--- config.mk ---
export PLATFORM = sky130hd
export DESIGN_NAME = dm_cache_ctrl
export DESIGN_NICKNAME = d
export VERILOG_FILES = /design/src/rtl/dm_cache_ctrl.sv
export SDC_FILE = /design/constraint.sdc
export NUM_CORES = 1
export LEC_CHECK = 0
export ABC_AREA = 1
export CAP_MARGIN = 15
export CORE_AREA = 2 2 130 132
export DETAILED_ROUTE_END_ITERATION = 8
export DIE_AREA = 0 0 132 134
export GPL_ROUTABILITY_DRIVEN = 0
export PLACE_DENSITY = 0.69
export REMOVE_ABC_BUFFERS = 1
export SLEW_MARGIN = 20
export SYNTH_ARGS = -nofsm -noshare
export SYNTH_HDL_FRONTEND = slang
export SYNTH_SLANG_ARGS = --single-unit
--- constraint.sdc ---
create_clock -name clk -period 1.84 [get_ports clk]
set_input_delay 0.46 -clock clk [delete_from_list [all_inputs] [get_ports clk]]
set_output_delay 0.46 -clock clk [all_outputs]
set_load 0.03 [all_outputs]
--- src/rtl/dm_cache_ctrl.sv ---
`default_nettype none
// ============================================================================
// Module   : dm_cache_ctrl
// Purpose  : Sequencing controller for a direct-mapped cache data/tag array.
//            Accepts one CPU load or store at a time. It performs a tag
//            compare against the array. On a miss it writes back a dirty
//            victim line and refills the line from a pipelined main memory.
//            It then repeats the compare to complete the access.
// Ports    :
//   clk, rst_n           clock, asynchronous active-low reset
//   cpu_rd / cpu_wr      load / store request (sampled in IDLE only)
//   cpu_addr, cpu_wdata  byte address {tag, index[7:0], offset[3:0]}, data
//   cpu_rdata            load data, valid with cpu_done
//   cpu_done             one-cycle completion pulse
//   cpu_stall            controller busy
//   cpu_hit, cpu_err     with cpu_done: hit on first compare / bad request
//   c_*  (out)           cache array enable/comp/write/valid_in/tag/index/
//                        offset/data_in
//   c_*  (in)            cache array tag_out/data_out/hit/dirty/valid
//   mem_wr, mem_rd       memory request strobes (never both)
//   mem_addr, mem_wdata  word-aligned address and write data
//   mem_rdata            read data, MEM_LAT cycles after an accepted read
//   mem_stall            memory did not accept this cycle's request
// Revision : 1.0 - initial release
// ============================================================================
module dm_cache_ctrl #(
    parameter int  TAG_WIDTH = 4,
    parameter int  MEM_LAT   = 2,
    localparam int AW        = TAG_WIDTH + 12
) (
    input  logic                 clk,
    input  logic                 rst_n,
    // CPU side
    input  logic                 cpu_rd,
    input  logic                 cpu_wr,
    input  logic [AW-1:0]        cpu_addr,
    input  logic [31:0]          cpu_wdata,
    output logic [31:0]          cpu_rdata,
    output logic                 cpu_done,
    output logic                 cpu_stall,
    output logic                 cpu_hit,
    output logic                 cpu_err,
    // Cache array side
    output logic                 c_enable,
    output logic                 c_comp,
    output logic                 c_write,
    output logic                 c_valid_in,
    output logic [TAG_WIDTH-1:0] c_tag,
    output logic [7:0]           c_index,
    output logic [3:0]           c_offset,
    output logic [31:0]          c_wdata,
    input  logic [TAG_WIDTH-1:0] c_tag_out,
    input  logic [31:0]          c_rdata,
    input  logic                 c_hit,
    input  logic                 c_dirty,
    input  logic                 c_valid,
    // Main memory side
    output logic                 mem_wr,
    output logic                 mem_rd,
    output logic [AW-1:0]        mem_addr,
    output logic [31:0]          mem_wdata,
    input  logic [31:0]          mem_rdata,
    input  logic                 mem_stall
);

    typedef enum logic [2:0] {
        ST_IDLE  = 3'd0,
        ST_CMP   = 3'd1,
        ST_WB    = 3'd2,
        ST_FILL  = 3'd3,
        ST_RETRY = 3'd4,
        ST_ERR   = 3'd5
    } state_t;

    state_t                 r_state;
    state_t                 w_next_state;

    // Latched request
    logic [AW-1:0]          r_addr;
    logic [31:0]            r_wdata;
    logic                   r_op;          // 1 = store
    logic [TAG_WIDTH-1:0]   r_victim;

    // r_req_k: word index of the next memory request. In FILL bit 2 set means
    // all four reads were accepted and we are only waiting for returns.
    logic [2:0]             r_req_k;
    logic [1:0]             r_ret_k;       // number of fill words written

    // Read-return tracker: one stage per cycle of memory latency.
    logic [MEM_LAT-1:0]     r_pipe_v;
    logic [1:0]             r_pipe_k [MEM_LAT];

    logic [TAG_WIDTH-1:0]   w_tag;
    logic [7:0]             w_index;
    logic                   w_req_any;
    logic                   w_req_bad;
    logic                   w_rd_accept;
    logic                   w_wb_accept;
    logic                   w_ret_valid;
    logic [1:0]             w_ret_k;
    logic                   w_lookup_hit;
    logic                   w_victim_dirty;

    assign w_tag          = r_addr[AW-1:12];
    assign w_index        = r_addr[11:4];
    assign w_req_any      = cpu_rd | cpu_wr;
    assign w_req_bad      = (cpu_rd & cpu_wr) | (w_req_any & (cpu_addr[1:0] != 2'b00));
    assign w_rd_accept    = (r_state == ST_FILL) & ~r_req_k[2] & ~mem_stall;
    assign w_wb_accept    = (r_state == ST_WB) & ~mem_stall;
    // Returns are only meaningful while filling; the tracker is empty elsewhere.
    assign w_ret_valid    = (r_state == ST_FILL) & r_pipe_v[MEM_LAT-1];
    assign w_ret_k        = r_pipe_k[MEM_LAT-1];
    assign w_lookup_hit   = c_hit & c_valid;
    assign w_victim_dirty = ~w_lookup_hit & c_valid & c_dirty;

    // ------------------------------------------------------------------------
    // State and datapath registers
    // ------------------------------------------------------------------------
    always_ff @(posedge clk or negedge rst_n) begin
        if (!rst_n) begin
            r_state  <= ST_IDLE;
            r_addr   <= '0;
            r_wdata  <= '0;
            r_op     <= 1'b0;
            r_victim <= '0;
            r_req_k  <= '0;
            r_ret_k  <= '0;
            r_pipe_v <= '0;
            for (int i = 0; i < MEM_LAT; i++) begin
                r_pipe_k[i] <= '0;
            end
        end else begin
            r_state <= w_next_state;

            if ((r_state == ST_IDLE) && w_req_any && !w_req_bad) begin
                r_addr  <= cpu_addr;
                r_wdata <= cpu_wdata;
                r_op    <= cpu_wr;
                r_req_k <= '0;
                r_ret_k <= '0;
            end

            if ((r_state == ST_CMP) && w_victim_dirty) begin
                r_victim <= c_tag_out;
            end

            // The write-back counter wraps to 0 so the fill starts at word 0.
            if (w_wb_accept) begin
                r_req_k <= (r_req_k[1:0] == 2'd3) ? 3'd0 : (r_req_k + 3'd1);
            end else if (w_rd_accept) begin
                r_req_k <= r_req_k + 3'd1;
            end

            if (w_ret_valid) begin
                r_ret_k <= r_ret_k + 2'd1;
            end

            r_pipe_v[0] <= w_rd_accept;
            r_pipe_k[0] <= r_req_k[1:0];
            for (int i = 1; i < MEM_LAT; i++) begin
                r_pipe_v[i] <= r_pipe_v[i-1];
                r_pipe_k[i] <= r_pipe_k[i-1];
            end
        end
    end

    // ------------------------------------------------------------------------
    // Next state and outputs
    // ------------------------------------------------------------------------
    always_comb begin
        w_next_state = r_state;
        cpu_rdata    = '0;
        cpu_done     = 1'b0;
        cpu_hit      = 1'b0;
        cpu_err      = 1'b0;
        c_enable     = 1'b0;
        c_comp       = 1'b0;
        c_write      = 1'b0;
        c_valid_in   = 1'b0;
        c_tag        = '0;
        c_index      = '0;
        c_offset     = '0;
        c_wdata      = '0;
        mem_wr       = 1'b0;
        mem_rd       = 1'b0;
        mem_addr     = '0;
        mem_wdata    = '0;

        // The first compare and the post-fill retry drive the array the same
        // way. In RETRY a store lands in the freshly filled line and marks
        // it dirty.
        if ((r_state == ST_CMP) || (r_state == ST_RETRY)) begin
            c_enable = 1'b1;
            c_comp   = 1'b1;
            c_write  = r_op;
            c_tag    = w_tag;
            c_index  = w_index;
            c_offset = r_addr[3:0];
            c_wdata  = r_wdata;
        end

        case (r_state)
            ST_IDLE: begin
                if (w_req_any) begin
                    w_next_state = w_req_bad ? ST_ERR : ST_CMP;
                end
            end

            ST_ERR: begin
                cpu_done     = 1'b1;
                cpu_err      = 1'b1;
                w_next_state = ST_IDLE;
            end

            ST_CMP: begin
                if (w_lookup_hit) begin
                    cpu_done     = 1'b1;
                    cpu_hit      = 1'b1;
                    cpu_rdata    = r_op ? 32'h0 : c_rdata;
                    w_next_state = ST_IDLE;
                end else if (w_victim_dirty) begin
                    w_next_state = ST_WB;
                end else begin
                    w_next_state = ST_FILL;
                end
            end

            ST_WB: begin
                // Read victim word k from the array and forward it to memory
                // in the same cycle. Hold both until memory accepts.
                c_enable  = 1'b1;
                c_tag     = r_victim;
                c_index   = w_index;
                c_offset  = {r_req_k[1:0], 2'b00};
                mem_wr    = 1'b1;
                mem_addr  = {r_victim, w_index, r_req_k[1:0], 2'b00};
                mem_wdata = c_rdata;
                if (w_wb_accept && (r_req_k[1:0] == 2'd3)) begin
                    w_next_state = ST_FILL;
                end
            end

            ST_FILL: begin
                // Memory requests do not touch the cache port, so a read
                // request and a return write can share a cycle.
                if (!r_req_k[2]) begin
                    mem_rd   = 1'b1;
                    mem_addr = {w_tag, w_index, r_req_k[1:0], 2'b00};
                end
                if (w_ret_valid) begin
                    c_enable   = 1'b1;
                    c_write    = 1'b1;
                    c_valid_in = 1'b1;
                    c_tag      = w_tag;
                    c_index    = w_index;
                    c_offset   = {w_ret_k, 2'b00};
                    c_wdata    = mem_rdata;
                    if (r_ret_k == 2'd3) begin
                        w_next_state = ST_RETRY;
                    end
                end
            end

            ST_RETRY: begin
                cpu_done     = 1'b1;
                cpu_rdata    = r_op ? 32'h0 : c_rdata;
                w_next_state = ST_IDLE;
            end

            default: begin
                w_next_state = ST_IDLE;
            end
        endcase

        cpu_stall = (r_state != ST_IDLE) & ~cpu_done;
    end

endmodule
`default_nettype wire

==> results by group <==
Power and ir drop
  • Reg power frac: 18.6%
  • P_sw: 6.15 mW
  • Clock share of power: 12.0%
  • Gate power share: 69.4%
  • Switching share of power: 45.7%
  • Power density over the cells: 1610 nW/µm²
  • P_int: 7.32 mW
  • Leak Pwr: 4.24 nW
  • VDD IR max: 1.11 mV

Timing
  • Total Neg Setup Slack: -46950 ps
  • Fin. Hold Viols: 0
  • Tcrit/Tclk final: 123%
  • Final setup fails: 135
  • Hold WS: 42.0 ps
  • RSZ-0062 raised after global routing: yes
  • Max Clk Rate: 441 MHz
  • Slew Limit Fails: 0
  • Final WS setup: -429 ps
  • Tmin final: 2270 ps
  • Clock skew: 7.37 ps

Clock network
  • TritonCTS buffer count: 9
  • Max clock buf depth: 2
  • CTS tree: built
  • Reg clk slew, reported paths: 60 ps
  • Clock Sinks: 67
  • Root Driver: clkbuf_16
  • Clk_lat worst skew: 320 ps
  • Cts hold-fix bufs: 0
  • CTS H-tree depth: 3

Finish
  • Final nets: 1041
  • Filler cell count: 1485
  • # diodes: 0
  • Share of layout cells above drive strength 1: 33.8%
  • Area Growth Syn to Fin: 117%

Critical path
  • CP dominant cell by count: buf_6
  • CP endpoint kind: output port
  • Crit path required time: 1380 ps
  • Worst r2r src: r_state[0]
  • CP max-delay cell: dfrtp_2
  • Startpoint types: register
  • Reg2Reg Depth: 10
  • CP cell instances: buf_6 -> nor2_4 -> clkinv_4 -> buf_12 -> clkbuf_16 -> nor2_2 -> buf_6
  • RR Endpoint: r_addr[8]
  • Crit path kind: register to output port
  • WP data arrival: 1810 ps
  • R2r setup slk: 210 ps
  • CP max stage delay: 440 ps
  • Crit path max fanout: 7

Global route
  • Global-route wire length before repair: 24500 µm
  • Antenna violations before repair: 0
  • Remaining Overflow, GRT: 0
  • Vias in the first global route: 4705
  • Largest net degree at the start of global routing: 42
  • Global router's overall resource usage: 17.6%

Floorplan
  • Initial Utilization: 23.7%
  • IO Count: 262
  • Core box area: 16300 µm²
  • Die width: 132 µm
  • FP Rows: 47
  • Die height: 134 µm
  • Die area: 17700 µm²

Synth
  • Cell count after synthesis: 600
  • Cell taking the most area after synthesis: dfrtp_1
  • Synth top area share: 43.5%
  • Mux cell area share after synthesis: 0%
  • Compound-Gate Fraction of Synth Area: 3.50%
  • Number of synthesized register bits: 67
  • Sequential share of the synthesized area: 43.5%
  • Avg Inst Size Synth: 6.43 µm²
  • Number of synthesized flops with an enable pin: 0
  • Post-synth cell types: 23
  • Synth Area in Adders: 0.973%
  • Largest cells by area after synthesis: dfrtp_1 43%, nand2_1 27%, nor2_1 8.8%, inv_1 6.6%, nand3_1 2.6%
  • Synth warn: 0
  • Commonest cells post-synth: 282 x nand2_1, 90 x nor2_1, 68 x inv_1
  • Post-synth ARST share: 100%
  • Post-Synth XOR/XNOR Area: 0%
  • Netlist Area Pre-Place: 3860 µm²
  • Synth Area in Simple Gates: 40.8%
  • Main combinational cell family by area after synthesis: simple AND/OR/NAND/NOR gates
  • Most frequent cell after synthesis: nand2_1
  • Top_reg_cell synth: dfrtp_1

Placed design
  • Pre-CTS WS: -543 ps
  • Post-DP HPWL: 11800 µm
  • Port buffer count: 259

Detailed routing
  • Routed Antenna Nets: 0
  • 1st-pass router iterations: 4
  • Drt wl/cell: 14.5 µm
  • Post-Route WL: 16500 µm
  • Via count: 4820
  • DR DRC count: 0
  • First DRT Iteration DRCs: 211
  • Vias per inst: 4.24

Run status
  • Status: complete, but fails checks
  • Failing checks: setup timing

Hold path
  • Worst min path class: primary input to asynchronous set/reset pin

Job
  • MaxCap Viol Count: 0
## power by group through the flow
| stage | combinational, mW | sequential (mW) | clock (mW) |
|---|---|---|---|
| 2_1_floorplan | 3.67 | 2.44 | 0 |
| 3_3_place_gp | 6.97 | 2.50 | 0 |
| 3_5_place_dp | 7.02 | 2.52 | 0 |
| 4_1_cts | 8.50 | 2.52 | 1.66 |
| 5_1_grt | 9.93 | 2.59 | 1.74 |
| 6_report | 9.35 | 2.51 | 1.61 |
## per-stage QoR
stage | cell area [µm²] | utilization (%) | instances | power [mW]
after detailed placement | 6920 | 42.5 | 1099 | 9.54
after global routing | 8360 | 51.3 | 1138 | 14.3
after global placement | 6920 | 42.5 | 1099 | 9.47
after CTS | 7940 | 48.7 | 1125 | 12.7
after floorplan | 3700 | - | 573 | 6.11
final | 8360 | 51.3 | 1138 | 13.5
## placed cells by master (no fill, tap or decap), types with 6 or more instances in the layout
| cell | count |
|---|---|
| nor2_1 | 45 |
| clkdlybuf4s50_1 | 120 |
| inv_1 | 67 |
| nand3_1 | 16 |
| nor2_2 | 14 |
| nand2_2 | 8 |
| buf_6 | 73 |
| a21oi_4 | 7 |
| nor2_4 | 37 |
| dfrtp_1 | 66 |
| o21ai_2 | 6 |
| clkbuf_16 | 14 |
| nand2_1 | 273 |
| buf_12 | 32 |
| buf_4 | 92 |
## worst max-delay path: cells and delay by family (launching register included)
| kind | cells | cell delay (ps) |
|---|---|---|
| buffers and inverters | 5 | 750 |
| flip-flops | 1 | 440 |
| AND/OR/NAND/NOR | 2 | 280 |
## repair_timing
item,CTS,global route
setup buffers,8,9
cloned,3,5
resized for setup,154,67
pin swaps,9,14
endpoints found under the setup margin,135,135
## how the worst max path moves through the flow
| stage | slack (ps) | endpoint | start | depth (start not counted) |
|---|---|---|---|---|
| 3_3_place_gp | -540 | cpu_rdata[21] | c_valid | 7 |
| 5_1_grt | -510 | c_wdata[26] | r_state[0] | 8 |
| 6_report | -430 | mem_wdata[1] | r_state[0] | 7 |
| 4_1_cts | -390 | c_wdata[11] | r_state[2] | 8 |
| 3_5_place_dp | -540 | cpu_rdata[21] | c_valid | 7 |
| 2_1_floorplan | -1670 | c_index[0] | r_state[0] | 4 |
## logic make-up (layout without fill, tap and decap cells)
logic type	Yosys count	in the layout
and+or+nand+nor	403	404
buffers and inverters	100	416
DFF	67	67
AOI/OAI and AO/OA	26	26
adders and majority gates	3	3
other	1	2
## final cells by class
class / count / area [µm²] / share of cell area [%]
clock inverters: 2 / 10.0 / 0.120
flip-flops and latches: 67 / 1680 / 20.1
well taps: 220 / 275 / 3.29
multi-input cells: 435 / 2250 / 26.9
repair buffers: 329 / 3600 / 43.0
clock buffers: 13 / 270 / 3.23
inverters: 72 / 283 / 3.38
## routing by layer
layer | up-vias | track usage, % | share of wire (%)
li1 | 2416 | - | -
met1 | 2181 | 20.3 | 39
met2 | 199 | 31.6 | 51
met3 | 24 | 4.38 | 7.3
met4 | 0 | 6.34 | 2.2
met5 | - | 0 | 0
## sequential cells by signal (all words and copies together) (netlist names)
register and count:
r_state 3, r_addr 16, w_ret_k 2, r_victim 4, r_req_k 3, r_pipe_v 2, r_ret_k 2, r_op 1
r_pipe_k 2, r_wdata 32
Power figures use the tool's default switching activity.
